## src/rtl/pipeline_fetch_ctrl_if.sv

```systemverilog
// rtl/pipeline_fetch_ctrl_if.sv - fetch-control bundle between hazard unit/EX/imem and the fetch stage
//
// Purpose: carries the hold/bubble requests, branch redirect, instruction
// memory read data and the fetch-stage outputs as one bundle.
// Modports:
//   master - hazard unit / EX / instruction memory side (drives requests and Instruction_In)
//   slave  - pipeline_fetch_ctrl (drives PC, IF/ID, flush, watchdog and counters)
interface pipeline_fetch_ctrl_if #(
  parameter int XLEN  = 64,
  parameter int CNT_W = 32
);
  logic             PCWrite;
  logic             IFID_Write;
  logic             IDEX_mux_out;
  logic             branch_taken;
  logic [XLEN-1:0]  branch_target;
  logic [31:0]      Instruction_In;
  logic [XLEN-1:0]  PC_Out;
  logic [XLEN-1:0]  IFID_PC_Out;
  logic [31:0]      IFID_Instruction;
  logic             IDEX_Flush;
  logic             stall_timeout;
  logic [CNT_W-1:0] stall_cycles;
  logic [CNT_W-1:0] flush_count;

  modport master (
    output PCWrite, IFID_Write, IDEX_mux_out, branch_taken, branch_target, Instruction_In,
    input  PC_Out, IFID_PC_Out, IFID_Instruction, IDEX_Flush, stall_timeout,
           stall_cycles, flush_count
  );

  modport slave (
    input  PCWrite, IFID_Write, IDEX_mux_out, branch_taken, branch_target, Instruction_In,
    output PC_Out, IFID_PC_Out, IFID_Instruction, IDEX_Flush, stall_timeout,
           stall_cycles, flush_count
  );
endinterface

```

## src/rtl/pipeline_fetch_ctrl.sv

```systemverilog
// rtl/pipeline_fetch_ctrl.sv - PC and IF/ID owner applying load-use holds and branch redirects
//
// Purpose: owns the fetch PC and the IF/ID pipeline register of the 5-stage
// core. Applies hold requests from the hazard unit, redirects from EX, emits
// the ID/EX bubble select and watches for stalls that never release.
// Ports:
//   clk   - rising-edge clock
//   reset - synchronous, active-low reset
//   bus   - pipeline_fetch_ctrl_if.slave (requests, redirect, imem data in;
//           PC_Out, IF/ID, IDEX_Flush, stall_timeout, perf counters out)
// Configuration macro: PIPE_PERF_CNT_EN enables the stall_cycles/flush_count
// counters; without it both read as zero and no counter flops exist.
module pipeline_fetch_ctrl #(
  parameter int              XLEN      = 64,
  parameter logic [XLEN-1:0] RESET_PC  = '0,
  parameter logic [31:0]     NOP_INSTR = 32'h0000_0013,
  parameter int              MAX_STALL = 8,
  parameter int              CNT_W     = 32
) (
  input  logic                   clk,
  input  logic                   reset,
  pipeline_fetch_ctrl_if.slave   bus
);

  localparam int RUN_W = $clog2(MAX_STALL + 1);
  localparam logic [RUN_W-1:0] RUN_MAX = RUN_W'(MAX_STALL);

  typedef enum logic [1:0] {
    ST_RUN,
    ST_STALL,
    ST_FLUSH
  } state_t;

  state_t           state;
  state_t           state_next;
  logic [XLEN-1:0]  pc;
  logic [XLEN-1:0]  ifid_pc;
  logic [31:0]      ifid_instr;
  logic [RUN_W-1:0] stall_run;
  logic [RUN_W-1:0] stall_run_next;
  logic             timeout;
  logic             stall_req;

  // A redirect always wins over a hold request.
  assign stall_req = !bus.branch_taken && (!bus.PCWrite || !bus.IFID_Write);

  always_comb begin
    state_next = ST_RUN;
    if (bus.branch_taken) begin
      state_next = ST_FLUSH;
    end else if (!bus.PCWrite || !bus.IFID_Write) begin
      state_next = ST_STALL;
    end
  end

  // Coming from a non-stall cycle the run restarts at one; otherwise it
  // counts up and parks at MAX_STALL.
  always_comb begin
    stall_run_next = RUN_W'(1);
    if (state == ST_STALL) begin
      stall_run_next = (stall_run == RUN_MAX) ? stall_run : stall_run + RUN_W'(1);
    end
  end

  always_ff @(posedge clk) begin
    if (!reset) begin
      state      <= ST_RUN;
      pc         <= RESET_PC;
      ifid_pc    <= '0;
      ifid_instr <= NOP_INSTR;
      stall_run  <= '0;
      timeout    <= 1'b0;
    end else begin
      state <= state_next;

      if (bus.branch_taken) begin
        pc         <= bus.branch_target;
        ifid_pc    <= pc;
        ifid_instr <= NOP_INSTR;
      end else begin
        if (bus.PCWrite) begin
          pc <= pc + XLEN'(4);
        end
        if (bus.IFID_Write) begin
          ifid_pc    <= pc;
          ifid_instr <= bus.Instruction_In;
        end
      end

      if (stall_req) begin
        stall_run <= stall_run_next;
        if (stall_run_next == RUN_MAX) begin
          timeout <= 1'b1;
        end
      end else begin
        stall_run <= '0;
      end
    end
  end

  assign bus.PC_Out           = pc;
  assign bus.IFID_PC_Out      = ifid_pc;
  assign bus.IFID_Instruction = ifid_instr;
  assign bus.IDEX_Flush       = bus.branch_taken | ~bus.IDEX_mux_out;
  assign bus.stall_timeout    = timeout;

`ifdef PIPE_PERF_CNT_EN
  logic [CNT_W-1:0] stall_cnt;
  logic [CNT_W-1:0] flush_cnt;

  always_ff @(posedge clk) begin
    if (!reset) begin
      stall_cnt <= '0;
      flush_cnt <= '0;
    end else begin
      if (stall_req && (stall_cnt != {CNT_W{1'b1}})) begin
        stall_cnt <= stall_cnt + CNT_W'(1);
      end
      if (bus.branch_taken && (flush_cnt != {CNT_W{1'b1}})) begin
        flush_cnt <= flush_cnt + CNT_W'(1);
      end
    end
  end

  assign bus.stall_cycles = stall_cnt;
  assign bus.flush_count  = flush_cnt;
`else
  assign bus.stall_cycles = '0;
  assign bus.flush_count  = '0;
`endif

endmodule

```

## src/flat_wrapper.sv

```systemverilog
// flat-port wrapper written by rule: the top's interface ports become plain ports
module pipeline_fetch_ctrl_flat 
#(
  parameter int              XLEN      = 64,
  parameter logic [XLEN-1:0] RESET_PC  = '0,
  parameter logic [31:0]     NOP_INSTR = 32'h0000_0013,
  parameter int              MAX_STALL = 8,
  parameter int              CNT_W     = 32
)
  (clk, reset, bus_PCWrite, bus_IFID_Write, bus_IDEX_mux_out, bus_branch_taken, bus_branch_target, bus_Instruction_In, bus_PC_Out, bus_IFID_PC_Out, bus_IFID_Instruction, bus_IDEX_Flush, bus_stall_timeout, bus_stall_cycles, bus_flush_count);
  pipeline_fetch_ctrl_if #(.XLEN(XLEN), .CNT_W(CNT_W)) bus_i ();
  input  logic clk;
  input  logic reset;
  input wire logic [$bits(bus_i.PCWrite)-1:0] bus_PCWrite;
  input wire logic [$bits(bus_i.IFID_Write)-1:0] bus_IFID_Write;
  input wire logic [$bits(bus_i.IDEX_mux_out)-1:0] bus_IDEX_mux_out;
  input wire logic [$bits(bus_i.branch_taken)-1:0] bus_branch_taken;
  input wire logic [$bits(bus_i.branch_target)-1:0] bus_branch_target;
  input wire logic [$bits(bus_i.Instruction_In)-1:0] bus_Instruction_In;
  output wire logic [$bits(bus_i.PC_Out)-1:0] bus_PC_Out;
  output wire logic [$bits(bus_i.IFID_PC_Out)-1:0] bus_IFID_PC_Out;
  output wire logic [$bits(bus_i.IFID_Instruction)-1:0] bus_IFID_Instruction;
  output wire logic [$bits(bus_i.IDEX_Flush)-1:0] bus_IDEX_Flush;
  output wire logic [$bits(bus_i.stall_timeout)-1:0] bus_stall_timeout;
  output wire logic [$bits(bus_i.stall_cycles)-1:0] bus_stall_cycles;
  output wire logic [$bits(bus_i.flush_count)-1:0] bus_flush_count;
  assign bus_i.PCWrite = bus_PCWrite;
  assign bus_i.IFID_Write = bus_IFID_Write;
  assign bus_i.IDEX_mux_out = bus_IDEX_mux_out;
  assign bus_i.branch_taken = bus_branch_taken;
  assign bus_i.branch_target = bus_branch_target;
  assign bus_i.Instruction_In = bus_Instruction_In;
  assign bus_PC_Out = bus_i.PC_Out;
  assign bus_IFID_PC_Out = bus_i.IFID_PC_Out;
  assign bus_IFID_Instruction = bus_i.IFID_Instruction;
  assign bus_IDEX_Flush = bus_i.IDEX_Flush;
  assign bus_stall_timeout = bus_i.stall_timeout;
  assign bus_stall_cycles = bus_i.stall_cycles;
  assign bus_flush_count = bus_i.flush_count;
  pipeline_fetch_ctrl #(.XLEN(XLEN), .RESET_PC(RESET_PC), .NOP_INSTR(NOP_INSTR), .MAX_STALL(MAX_STALL), .CNT_W(CNT_W)) u_core (.clk(clk), .reset(reset), .bus(bus_i));
endmodule
```

## config.mk

```make
export PLATFORM = sky130hd
export DESIGN_NAME = pipeline_fetch_ctrl_flat
export DESIGN_NICKNAME = d
export VERILOG_FILES = /design/src/rtl/pipeline_fetch_ctrl_if.sv /design/src/rtl/pipeline_fetch_ctrl.sv /design/src/flat_wrapper.sv
export SDC_FILE = /design/constraint.sdc
export NUM_CORES = 1
export LEC_CHECK = 0
export CORE_MARGIN = 1.5
export CORE_UTILIZATION = 40
export CTS_BUF_LIST = sky130_fd_sc_hd__clkbuf_2 sky130_fd_sc_hd__clkbuf_4 sky130_fd_sc_hd__clkbuf_8
export CTS_CLUSTER_DIAMETER = 120
export DETAILED_ROUTE_END_ITERATION = 10
export PLACE_DENSITY = 0.89
export SLEW_MARGIN = 10
export SYNTH_ARGS = -nofsm -noshare
export SYNTH_HDL_FRONTEND = slang
export SYNTH_SLANG_ARGS = --single-unit
export TNS_END_PERCENT = 1
```

## constraint.sdc

```tcl
create_clock -name clk -period 2.25 [get_ports clk]
set_input_delay 0.5625 -clock clk [delete_from_list [all_inputs] [get_ports clk]]
set_output_delay 0.5625 -clock clk [all_outputs]
set_load 0.1 [all_outputs]
```

After elaboration in Yosys (flattened, before gate mapping)
Cells that the tools add are included.
- output and inout bits: 226
- bits in registers: 167
- logic and storage cells: 33
- input bits: 102
- add/subtract/negate cells: 2
- bitwise logic cells: 3
- multiplexer cells: 8
- equal/unequal tests: 3
- reductions and logical operators: 10
- operators with widths (kind ; count):
    64-bit two-way mux ; 4
    64-bit by 3-bit adder with 64-bit output, second input constant ; 1
    4-bit equality test, second input constant ; 2
    4-bit two-way mux ; 2
    4-bit by 1-bit adder with 4-bit output, second input constant ; 1
    2-bit AND reduction ; 2
    2-bit nonzero test ; 2
    1-bit logical NOT ; 3
    2-bit by 1-bit equality test with 1-bit output, second input constant ; 1
    2-bit two-way mux ; 1
    1-bit NOT ; 2
    2-bit OR reduction ; 1
    1-bit logical AND ; 1
    1-bit logical OR ; 1
    1-bit two-way mux ; 1
    1-bit bitwise OR ; 1

Longest topological paths before layout
- depth after elaboration: 5
- mapped depth: 8
- depth with buffers taken out: 7

Worst setup path after synthesis
Ideal clock, no wire load.
- path type: register to register
- start: reg u_core.pc[5], in the netlist u_core.bus.PC_Out[5]
- end: reg u_core.pc[58], in the netlist u_core.bus.PC_Out[58]
- setup slack: -971 ps
- cell stages (with the launch flop): 8
- clock period less this slack: 3221 ps
- data required time: 2123 ps
- library setup time: 127 ps
- arrival time: 3094 ps
- buffers on the path: 2
- path through: dfxtp_1 > buf_2 > nand4_2 > or4_2 > or4_1 > clkbuf_2 > and3_1 > or3_1
- longest elaborated chain between the ends: 3
- ends and longest elaborated chain (element ; line ; RTL):
    start: declaration ; pipeline_fetch_ctrl.sv:36 ; logic [XLEN-1:0] pc;
    start signal: assignment ; pipeline_fetch_ctrl.sv:77 ; pc <= bus.branch_target;
    start signal: assignment ; pipeline_fetch_ctrl.sv:82 ; pc <= pc + XLEN'(4);
    64-bit by 3-bit adder with 64-bit output ; pipeline_fetch_ctrl.sv:82 ;
    64-bit two-way mux ; pipeline_fetch_ctrl.sv:81 ; if (bus.PCWrite) begin
    64-bit two-way mux ; pipeline_fetch_ctrl.sv:76 ; if (bus.branch_taken) begin
No other way between the ends. The select of a mux whose other input is x is not followed.
A chain may end at the register's enable or synchronous reset.

Worst setup path after layout
- start: reg u_core.pc[2], in the netlist u_core.bus.PC_Out[2]
- end: reg u_core.pc[54], in the netlist u_core.bus.PC_Out[54]
The elaborated chain is that of the path after synthesis.

==> results.sh <==
export IMPL_gp_congestion=0.977
export IMPL_async_flop_share_pct=0
export IMPL_final_layout_size_suffix_gt1_share_pct=28.9
export IMPL_globalRoute_totalOverflow=0
export IMPL_r2r_setup_slack_ps=-20
export IMPL_end_kind="flop"
export IMPL_dpl_instance_area_um2=11100
export IMPL_vdd_drop_max_mv=0.381
export IMPL_max_freq_mhz=440
export IMPL_finalCritPeriodShare_pct=101
export IMPL_antenna_diode_count=0
export IMPL_layout_common_cells="buf_4, nand2_1, dfxtp_1"
export IMPL_ioPinCount=328
export IMPL_ys_types=57
export IMPL_ys_flop_type="dfxtp_1"
export IMPL_drtPass1Iterations=6
export IMPL_arrival_ps=2620
export IMPL_final_setup_viol_count=1
export IMPL_drc=0
export IMPL_leakagePower_nw=4.87
export IMPL_numCtsBuffers=17
export IMPL_worstReg2RegStart="u_core.bus.PC_Out[2]"
export IMPL_min_from="u_core.bus.IFID_PC_Out[46]"
export IMPL_die_area_um2=20700
export IMPL_skew_ps=17.7
export IMPL_viasPerCell=5.31
export IMPL_wl_per_cell_um=17.3
export IMPL_finalWirelength_mm=27.6
export IMPL_synth_seq_cells=167
export IMPL_cts_root_buffer="clkbuf_8"
export IMPL_grt_max_degree=80
export IMPL_violations="negative setup slack"
export IMPL_grt_pass1_wl_mm=42.8
export IMPL_setup_slack_ps=-22.2
export IMPL_crit_type="flop to flop"
export IMPL_dpl_hpwl_mm=20.7
export IMPL_final_cell_area_um2=11600
export IMPL_seq_area_frac_synth_pct=42.1
export IMPL_die_w_um=144
export IMPL_syn2layout_area_growth_pct=46.5
export IMPL_slowest_stage="or4_4"
export IMPL_rows=51
export IMPL_worstPathMaxFanout=4
export IMPL_io_buffers=263
export IMPL_tritoncts="done"
export IMPL_fin_hold_ws_ps=454
export IMPL_mostFrequentLayoutCell="buf_4"
export IMPL_vias=8474
export IMPL_status="finished, violations left"
export IMPL_synth_area_um2=7940
export IMPL_tns_ps=-22.2
export IMPL_hold_depth=2
export IMPL_cp_slowest_stage_delay_ps=550
export IMPL_synth_edff_count=0
export IMPL_drt_iter0_drc=711
export IMPL_fin_cells=1595
export IMPL_r2r_end="u_core.bus.PC_Out[54]"
export IMPL_synthCells=984
export IMPL_final_net_count=1422
export IMPL_clock_path_buffers=2
export IMPL_path_cells="ha_4, nand3_1, or4_4, or4_4, buf_4, mux2i_1, a211o_1"
export IMPL_whs_endpoint="u_core.bus.IFID_PC_Out[46]"
export IMPL_coreArea_um2=19500
export IMPL_slew_viol_final=0
export IMPL_htree_levels=4
export IMPL_post_synth_cell_area_avg_um2=8.07
export IMPL_powerDensity_nw_per_um2=722
export IMPL_fin_crit_ps=2270
export IMPL_die_h_um=144
export IMPL_crit_path_start_kind="flop"
export IMPL_maxCapViolations=0
export IMPL_start_util_pct=40.8
export IMPL_dp_cells=1561
export IMPL_hold_violations=0
export IMPL_grt_total_usage_pct=26.7
export IMPL_ys_warn_count=0
export IMPL_hold_buffers=0
export IMPL_clk_latency_ps=470
export IMPL_route_antenna_remaining_nets=0
export IMPL_cp_required_ps=2600
export IMPL_clock_sinks=167
export IMPL_path_common_cell="or4_4"
export IMPL_grt_setup_unrepaired="yes"
export IMPL_clk_pin_slew_worst_paths_ps=90
export IMPL_antenna_found_initial=0
export IMPL_grt_pass1_vias=8114
export IMPL_r2r_cells=7
export IMPL_hold_class="flop to flop"
layer usage:
layer / GRT usage [%] / wire length (µm)
met1: 32.4 / 10800
met2: 44.4 / 13400
met3: 8.03 / 2560
met4: 10.3 / 880
met5: 0 / 0
area by class of cell:
cell class                 instances  area [µm²]
clock buffer                      19         255
clock inverter                    13         195
fill                            1731        7840
inverter                           9        33.8
multi-input combinational        746        4120
sequential                       167        3480
tap                              265         332
timing repair buffer             376        3210
logic make-up (layout without fill, tap and decap cells):
| family | count (synthesis) | after routing | share of synthesized area [%] |
|---|---|---|---|
| fa+ha+maj | 3 | 3 | 0.473 |
| mux | 39 | 39 | 4.93 |
| buf+inv | 134 | 417 | 9.81 |
| other cells | 1 | 64 | 0.0473 |
| xor+xnor | 30 | 30 | 3.31 |
| flops | 167 | 167 | 42.1 |
| simple gates | 430 | 430 | 26.2 |
| compound gates | 180 | 180 | 13.1 |
flip-flops by register name, indices dropped and copies added, names as in the netlist:
signal,flops
u_core.bus.stall_timeout,1
u_core.stall_run,4
u_core.bus.IFID_PC_Out,64
u_core.bus.PC_Out,64
u_core.state,2
u_core.bus.IFID_Instruction,32
critical path: cells and delay by family (launching register included):
| family | cells | cell delay [ps] |
|---|---|---|
| AO/OA/AOI/OAI | 1 | 260 |
| adder cells (fa/ha/maj) | 1 | 130 |
| buffers and inverters | 1 | 160 |
| flip-flops | 1 | 370 |
| multiplexers | 1 | 110 |
| AND/OR/NAND/NOR | 3 | 1140 |
where the power goes:
group / total [W] / switching [W] / internal [W]
Sequential: 0.00322 / 0.000115 / 0.00310
Combinational: 0.00271 / 0.00208 / 0.000631
Clock: 0.00247 / 0.00120 / 0.00127
worst max-delay path by stage:
stage                     startpoint               endpoint  cells after the start
2_1_floorplan  u_core.bus.PC_Out[32]  u_core.bus.PC_Out[62]                      8
3_3_place_gp             bus_PCWrite  u_core.bus.PC_Out[54]                      7
3_5_place_dp             bus_PCWrite  u_core.bus.PC_Out[52]                      7
4_1_cts         u_core.bus.PC_Out[2]  u_core.bus.PC_Out[54]                      7
5_1_grt         u_core.bus.PC_Out[2]  u_core.bus.PC_Out[54]                      7
6_report        u_core.bus.PC_Out[2]  u_core.bus.PC_Out[54]                      7
through the flow:
| stage | total power (W) | setup slack, ps | utilization (%) |
|---|---|---|---|
| after floorplan | 0.00534 | -300 | - |
| after global placement | 0.00595 | -649 | 57.2 |
| after detailed placement | 0.00598 | -721 | 57.2 |
| after CTS | 0.00842 | -24.2 | 59.6 |
| after global routing | 0.00869 | -103 | 59.7 |
| final | 0.00839 | -22.2 | 59.7 |
synthesized netlist by cell type (10+ instances only):
cell type    n  area, µm²
mux2i_1     38        380
nand4_1     30        188
nor4_1      11       68.8
and3_1      18        113
a21oi_1     90        450
dfxtp_1    167       3340
xnor2_1     16        140
o21ai_0     43        215
nor2_1      83        312
nor3_1      17       85.1
or4_1       12       90.1
nand3_1     24        120
nand2_1    182        683
buf_4       65        488
clkbuf_1    46        173
a31oi_1     10       62.6
xor2_1      14        123
repair_timing:
item	4_1_cts	5_1_grt
gates resized for setup	5	4
pin swaps	1	2
endpoints found under the hold margin	0	0
setup endpoints to repair	17	13
buffers inserted	2	0
No activity file was read; power rests on OpenSTA's default activity.
